===== config.mk =====
export PLATFORM = sky130hd
export DESIGN_NAME = mips_cpu_harvard_core
export DESIGN_NICKNAME = d
export VERILOG_FILES = /design/src/rtl/mips_cpu_harvard_core.sv
export SDC_FILE = /design/constraint.sdc
export NUM_CORES = 2
export LEC_CHECK = 0
export CORE_MARGIN = 3
export CORE_UTILIZATION = 30
export DETAILED_ROUTE_END_ITERATION = 16
export GPL_TIMING_DRIVEN = 0
export PLACE_DENSITY = 0.41
export SYNTH_ARGS = -nofsm -noshare
export SYNTH_HDL_FRONTEND = slang
export SYNTH_SLANG_ARGS = --single-unit

===== constraint.sdc =====
create_clock -name clk -period 7.65 [get_ports clk]
set_input_delay 0.765 -clock clk [delete_from_list [all_inputs] [get_ports clk]]
set_output_delay 0.765 -clock clk [all_outputs]
set_load 0.005 [all_outputs]

===== src/rtl/mips_cpu_harvard_core.sv =====
// Single-cycle MIPS-I subset core on split instruction/data buses,
// with branch delay slot and halt on a jump to address 0.
// Ports:
//   clk, reset (sync, active-high), clk_enable (hold when 0)
//   active, register_v0 : run flag and live $2
//   instr_address/instr_readdata : fetch bus, combinational read
//   data_address/data_write/data_read/data_writedata/data_readdata
module mips_cpu_harvard_core #(
  parameter logic [31:0] RESET_VECTOR = 32'hBFC00000
) (
  input  logic        clk,
  input  logic        reset,
  output logic        active,
  output logic [31:0] register_v0,
  input  logic        clk_enable,
  output logic [31:0] instr_address,
  input  logic [31:0] instr_readdata,
  output logic [31:0] data_address,
  output logic        data_write,
  output logic        data_read,
  output logic [31:0] data_writedata,
  input  logic [31:0] data_readdata
);

  localparam logic [31:0] STEP = 32'd4;

  // Initializers give the same state as a reset edge at power-up.
  logic [31:0] pc      = RESET_VECTOR;
  logic [31:0] pc_next = RESET_VECTOR + STEP;
  logic        run     = 1'b1;
  logic [31:0] gpr [32] = '{default: 32'd0};

  logic [5:0]  op;
  logic [5:0]  fn;
  logic [4:0]  rs;
  logic [4:0]  rt;
  logic [4:0]  rd;
  logic [4:0]  sh;
  logic [15:0] imm;

  assign op  = instr_readdata[31:26];
  assign rs  = instr_readdata[25:21];
  assign rt  = instr_readdata[20:16];
  assign rd  = instr_readdata[15:11];
  assign sh  = instr_readdata[10:6];
  assign fn  = instr_readdata[5:0];
  assign imm = instr_readdata[15:0];

  logic [31:0] a;
  logic [31:0] b;
  logic [31:0] sext;
  logic [31:0] zext;
  logic [31:0] pc4;
  logic [31:0] br_tgt;
  logic [31:0] j_tgt;
  logic [31:0] link;

  // $0 is never written, so a plain read returns zero.
  assign a      = gpr[rs];
  assign b      = gpr[rt];
  assign sext   = {{16{imm[15]}}, imm};
  assign zext   = {16'd0, imm};
  assign pc4    = pc + STEP;
  assign br_tgt = pc4 + {sext[29:0], 2'b00};
  assign j_tgt  = {pc4[31:28], instr_readdata[25:0], 2'b00};
  assign link   = pc + 32'd8;

  logic        wen;
  logic [4:0]  wdst;
  logic [31:0] wval;
  logic        taken;
  logic [31:0] tgt;
  logic        is_lw;
  logic        is_sw;

  always_comb begin
    wen   = 1'b0;
    wdst  = rt;
    wval  = 32'd0;
    taken = 1'b0;
    tgt   = br_tgt;
    is_lw = 1'b0;
    is_sw = 1'b0;
    unique case (op)
      6'h00: begin
        wdst = rd;
        unique case (fn)
          6'h00: begin wen = 1'b1; wval = b << sh; end
          6'h02: begin wen = 1'b1; wval = b >> sh; end
          6'h03: begin
            wen  = 1'b1;
            wval = $unsigned($signed(b) >>> sh);
          end
          6'h04: begin wen = 1'b1; wval = b << a[4:0]; end
          6'h06: begin wen = 1'b1; wval = b >> a[4:0]; end
          6'h07: begin
            wen  = 1'b1;
            wval = $unsigned($signed(b) >>> a[4:0]);
          end
          6'h08: begin taken = 1'b1; tgt = a; end
          6'h09: begin
            taken = 1'b1;
            tgt   = a;
            wen   = 1'b1;
            wval  = link;
          end
          6'h21: begin wen = 1'b1; wval = a + b; end
          6'h23: begin wen = 1'b1; wval = a - b; end
          6'h24: begin wen = 1'b1; wval = a & b; end
          6'h25: begin wen = 1'b1; wval = a | b; end
          6'h26: begin wen = 1'b1; wval = a ^ b; end
          6'h27: begin wen = 1'b1; wval = ~(a | b); end
          6'h2A: begin
            wen  = 1'b1;
            wval = {31'd0, $signed(a) < $signed(b)};
          end
          6'h2B: begin wen = 1'b1; wval = {31'd0, a < b}; end
          default: ;
        endcase
      end
      // REGIMM: rt selects BLTZ (0) or BGEZ (1).
      6'h01: taken = (rt == 5'd0 && a[31]) ||
                     (rt == 5'd1 && !a[31]);
      6'h02: begin taken = 1'b1; tgt = j_tgt; end
      6'h03: begin
        taken = 1'b1;
        tgt   = j_tgt;
        wen   = 1'b1;
        wdst  = 5'd31;
        wval  = link;
      end
      6'h04: taken = (a == b);
      6'h05: taken = (a != b);
      6'h06: taken = a[31] || (a == 32'd0);
      6'h07: taken = !a[31] && (a != 32'd0);
      6'h09: begin wen = 1'b1; wval = a + sext; end
      6'h0A: begin
        wen  = 1'b1;
        wval = {31'd0, $signed(a) < $signed(sext)};
      end
      6'h0B: begin wen = 1'b1; wval = {31'd0, a < sext}; end
      6'h0C: begin wen = 1'b1; wval = a & zext; end
      6'h0D: begin wen = 1'b1; wval = a | zext; end
      6'h0E: begin wen = 1'b1; wval = a ^ zext; end
      6'h0F: begin wen = 1'b1; wval = {imm, 16'd0}; end
      6'h23: begin
        is_lw = 1'b1;
        wen   = 1'b1;
        wval  = data_readdata;
      end
      6'h2B: is_sw = 1'b1;
      default: ;
    endcase
  end

  assign active         = run;
  assign register_v0    = gpr[2];
  assign instr_address  = pc;
  assign data_address   = a + sext;
  assign data_writedata = b;
  assign data_read      = run & is_lw;
  assign data_write     = run & is_sw;

  always_ff @(posedge clk) begin
    if (reset) begin
      pc      <= RESET_VECTOR;
      pc_next <= RESET_VECTOR + STEP;
      run     <= 1'b1;
      for (int i = 0; i < 32; i++) gpr[i] <= 32'd0;
    end else if (clk_enable && run) begin
      pc      <= pc_next;
      pc_next <= taken ? tgt : pc_next + STEP;
      // Entering address 0 (delay slot done) stops the core.
      if (pc_next == 32'd0) run <= 1'b0;
      if (wen && wdst != 5'd0) gpr[wdst] <= wval;
    end
  end

endmodule


# Word level (Yosys, flattened, before mapping)
# Memory sizes are Yosys's and may differ from the RTL's.
# Index checks and enable logic that the tools add are counted.
[word_totals]
ff_bits = 65
ramBits = 1024
inputBits = 67
output_inout_bits = 131
word_cells = 106
memories = 1
[memory_table]
columns = ["memory", "depth", "width", "read_ports", "rd_ports_with_merged_regs", "write_ports", "line", "source"]
rows = [
  ["gpr", 32, 32, 3, 0, 32, "31", "logic [31:0] gpr [32] = '{default: 32'd0};"],
]
[classes]
n_addsub = 7
order_cmp = 4
eq_ne = 34
n_shift = 6
mux = 21
bitwise = 9
reduce_logical = 21
[op_table]
columns = ["op", "count"]
rows = [
  ["$pmux W32 S15", 1],
  ["$pmux W32 S10", 1],
  ["$add A32 B32 Y32", 3],
  ["$lt A32 B32 Y1", 3],
  ["$mux W32", 3],
  ["$add A32 B3 Y32 const B", 2],
  ["$logic_not A32 Y1", 2],
  ["$pmux W32 S2", 1],
  ["$shl A32 B5 Y32", 2],
  ["$shr A32 B5 Y32", 2],
  ["$sshr A32 B5 Y32", 2],
  ["$eq A6 B6 Y1 const B", 10],
  ["$eq A6 B4 Y1 const B", 9],
  ["$eq A6 B3 Y1 const B", 7],
  ["$add A32 B4 Y32 const B", 1],
  ["$and A32 B16 Y32", 1],
  ["$and A32 B32 Y32", 1],
  ["$eq A32 B32 Y1", 1],
  ["$lt A32 B16 Y1", 1],
  ["$ne A32 B32 Y1", 1],
  ["$not A32 Y32", 1],
  ["$or A32 B16 Y32", 1],
  ["$or A32 B32 Y32", 1],
  ["$reduce_bool A32 Y1", 1],
  ["other kinds (23)", 44],
]

# Depth between registers and ports, before layout
[logic_depth]
word_depth = 11
depth_mapped = 28
ltp_nobuf = 20

# Worst setup path after synthesis
# OpenSTA, ideal clock, no wires.
[synth_timing]
path_kind = "input-to-reg"
start = "input instr_readdata[22]"
end = "memory gpr[10][29], data pin"
setup_time_ns = 0.266
arrival_time_ns = 6.309
required_time_ns = 7.384
setup_slack_ns = 1.076
cell_stages = 26
n_path_buf = 10
cell_sequence = "buf_6 -> buf_6 -> buf_6 -> buf_6 -> buf_6 -> buf_4 -> buf_4 -> buf_4 -> buf_2 -> mux4_2 -> mux2i_1 -> inv_1 -> ha_1 -> a2111oi_0 -> nand2_1 -> o211ai_1 -> or3_1 -> a31oi_1 -> a21oi_1 -> o21ai_0 -> a211oi_1 -> o21bai_1 -> xor2_1 -> a221oi_2 -> buf_2 -> nor2_1"
[synth_rtl]
columns = ["item", "line", "source"]
rows = [
  ["start, declared", "17", "input logic [31:0] instr_readdata,"],
  ["end, declared", "31", ""],
]

==> impl_metrics.py <==
metrics = {
    "global_routing": {
        "grt_pass1_vias": 67380,
        "grt_antenna_before_repair": 41,
        "track_usage_pct": 40.45,
        "gr-total-overflow": 0,
        "grt_pass1_wl_um": 682200,
        "grt_max_degree": 29,
    },
    "route": {
        "wl_per_cell_um": 48.39,
        "ant_nets": 0,
        "via_count": 72910,
        "drtIter0Drc": 12030,
        "vias_per_cell": 6.600,
        "drt_first_pass_iters": 9,
        "wirelength_um": 534600,
        "drc": 0,
    },
    "logic_synthesis": {
        "netlist_area_sq_um": 74390,
        "synth_top_area_share_pct": 41.33,
        "postSynthAreaPerCell_sq_um": 10.52,
        "ys_types": 104,
        "synth_area_leader_cell": "edfxtp_1",
        "netlist_instances": 7069,
        "yosys_warnings": 0,
        "synth_common_cells": "nor2_1 (1068), edfxtp_1 (1024), mux2i_1 (667)",
        "ys_ff_latch": 1089,
        "synth-main-ff-cell": "edfxtp_1",
        "yosysMostFrequentCell": "nor2_1",
        "seq_area_frac_synth_pct": 43.08,
        "synthTopCellsByArea": "edfxtp_1 (41%), mux4_2 (9.0%), mux2i_1 (9.0%)",
        "synth_edf_count": 1024,
        "async_flop_share_pct": 0,
    },
    "clock_network": {
        "clk_latency_ps": 840,
        "htree_levels": 4,
        "cts_buffer_depth": 3,
        "cts.sinks": 1089,
        "numCtsBuffers": 137,
        "clkTransAtPathRegs_ps": 60,
        "cts-root-buf": "clkbuf_16",
        "cts_tree": "done",
    },
    "sta": {
        "fmax_mhz": 127.4,
        "period_needed_ps": 7847,
        "setup_viol_count_final": 231,
        "period_share_pct": 102.6,
        "whs_ps": 489.5,
        "worst_pin_slew_ps": 1732,
        "slew_viol_final": 193,
        "fin_worst_skew_ps": 55.65,
        "finalHoldViolations": 0,
        "fin_ws_ps": -197.3,
        "slew_headroom_pct": -15.45,
        "tns_ps": -20040,
    },
    "final_layout": {
        "area_growth_pct": 21.50,
        "fin_nets": 7904,
        "instances_no_fill": 11050,
        "stdcell_area_sq_um": 90390,
        "drive_above_1_share_pct": 16.62,
        "fin_util_pct": 36.68,
    },
    "floorplanning": {
        "die-area_sq_um": 254000,
        "die_y_um": 504.0,
        "die_x_um": 504.0,
        "initial_core_util_pct": 30.19,
        "rows": 182,
        "core_sq_um": 246400,
        "boundaryPins": 198,
    },
    "placed_design": {
        "portBuffers": 194,
        "dpl_worst_slack_ps": -5877,
        "gp_congestion": 1.017,
        "dpl.cell_count": 10680,
        "dpl.hpwl_um": 387300,
        "place_area_sq_um": 82570,
    },
    "worst_setup_path": {
        "cp.required_ps": 8140,
        "cp-start-kind": "primary input",
        "cp.arrival_ps": 8340,
        "cp_max_fo": 10,
        "crit_path_end_kind": "register",
        "path_class": "primary input to register",
    },
    "power": {
        "p_leak_nw": 32.49,
        "p_per_area_nw_per_um2": 208.9,
        "irDropWorstVdd_uv": 210.9,
        "fin_total_pwr_mw": 18.88,
    },
    "outcome": {
        "violations": "capacitance limit, slew limit, setup timing",
        "status": "finished with violations",
    },
    "hold_path": {
        "hold_class": "register to register",
    },
    "run": {
        "max_cap_viol_count": 18,
    },
}
power by group:
part	total, mW	switching [mW]	internal (mW)	leakage [nW]
clock network	6.45	2.86	3.59	2.09
registers	6.85	0.140	6.71	11.1
logic	5.59	3.85	1.74	19.3
total	18.9	6.85	12.0	32.5
cells in the final DEF, fill, tap and decap left out, types with 181 or more instances in the layout:
master | Yosys | layout
a21oi_1 | 286 | 273
a22oi_1 | 286 | 274
clkbuf_1 | 378 | 305
clkdlybuf4s50_1 | 0 | 184
edfxtp_1 | 1024 | 1024
ha_1 | 224 | 212
mux2i_1 | 667 | 666
mux4_2 | 297 | 297
nand2_1 | 434 | 391
nor2_1 | 1068 | 1061
nor2b_1 | 186 | 181
o21ai_0 | 222 | 206
layout make-up:
type,count,area (sq um)
Timing Repair Buffer,389,4626
Buffer,615,4187
Clock inverter,76,669.4
Sequential cell,1089,32050
Fill cell,24840,156000
Antenna cell,23,57.56
Inverter,159,655.6
Clock buffer,166,3580
Tap cell,3312,4144
Multi-Input combinational cell,5218,40420
path summary, 6_finish.rpt:
kind,depth (start not counted),to,slack [ps],startpoint
max reg2reg,20,gpr[19][0]$_SDFFCE_PN0P_,770,gpr[29][18]$_SDFFCE_PN0P_
min reg2reg,2,instr_address[1]$_SDFFE_PP0P_,490,pc_next[1]$_SDFFE_PP0P_
max,22,gpr[20][20]$_SDFFCE_PN0P_,-200,instr_readdata[19]
min,2,instr_address[1]$_SDFFE_PP0P_,490,pc_next[1]$_SDFFE_PP0P_
worst max-delay path: stages:
cell and delay, ps:
clkdlybuf4s50_1 660, clkbuf_4 330, clkbuf_8 340, nand3_1 360, clkbuf_4 540, o22ai_1 350, a211o_2 620, ha_1 370
clkbuf_1 290, a21oi_1 400, o211a_1 220, and2_1 170, nand3_1 190, and2_1 240, xnor2_1 150, a211oi_1 510
o221ai_1 270, nor2_1 170, a31oi_1 160, or3_1 610, clkbuf_1 330, nor2b_1 210
cell families after synthesis:
group,synth area share [%]
AOI/OAI and AO/OA,13.75
xor gates and xnor gates,1.813
adders and majority gates,3.875
buffers and inverters,4.723
DFF,43.08
muxes,18.49
other,0.005041
and+or+nand+nor,14.26
registers in the layout (all words and copies together), names as in the netlist:
| register | count |
|---|---|
| instr_address | 32 |
| active | 1 |
| pc_next | 32 |
| gpr | 1024 |
routing by layer:
metal  up-vias  GRT usage, %  wire length [um]
li1      27900             -                 -
met4        10         30.25             49070
met2      6038         59.06            223200
met5         -             0               173
met1     37460         49.96            199100
met3      1507         12.63             63010
timing repair:
| action | in CTS | in global routing |
|---|---|---|
| cloned | 0 | 0 |
| buffers inserted | 103 | 16 |
| pin swaps | 35 | 20 |
| endpoints found under the setup margin | 1063 | 619 |
| resized for setup | 533 | 110 |
| hold buffers | 0 | 0 |
Note: power is estimated with default switching activity, not from simulation.
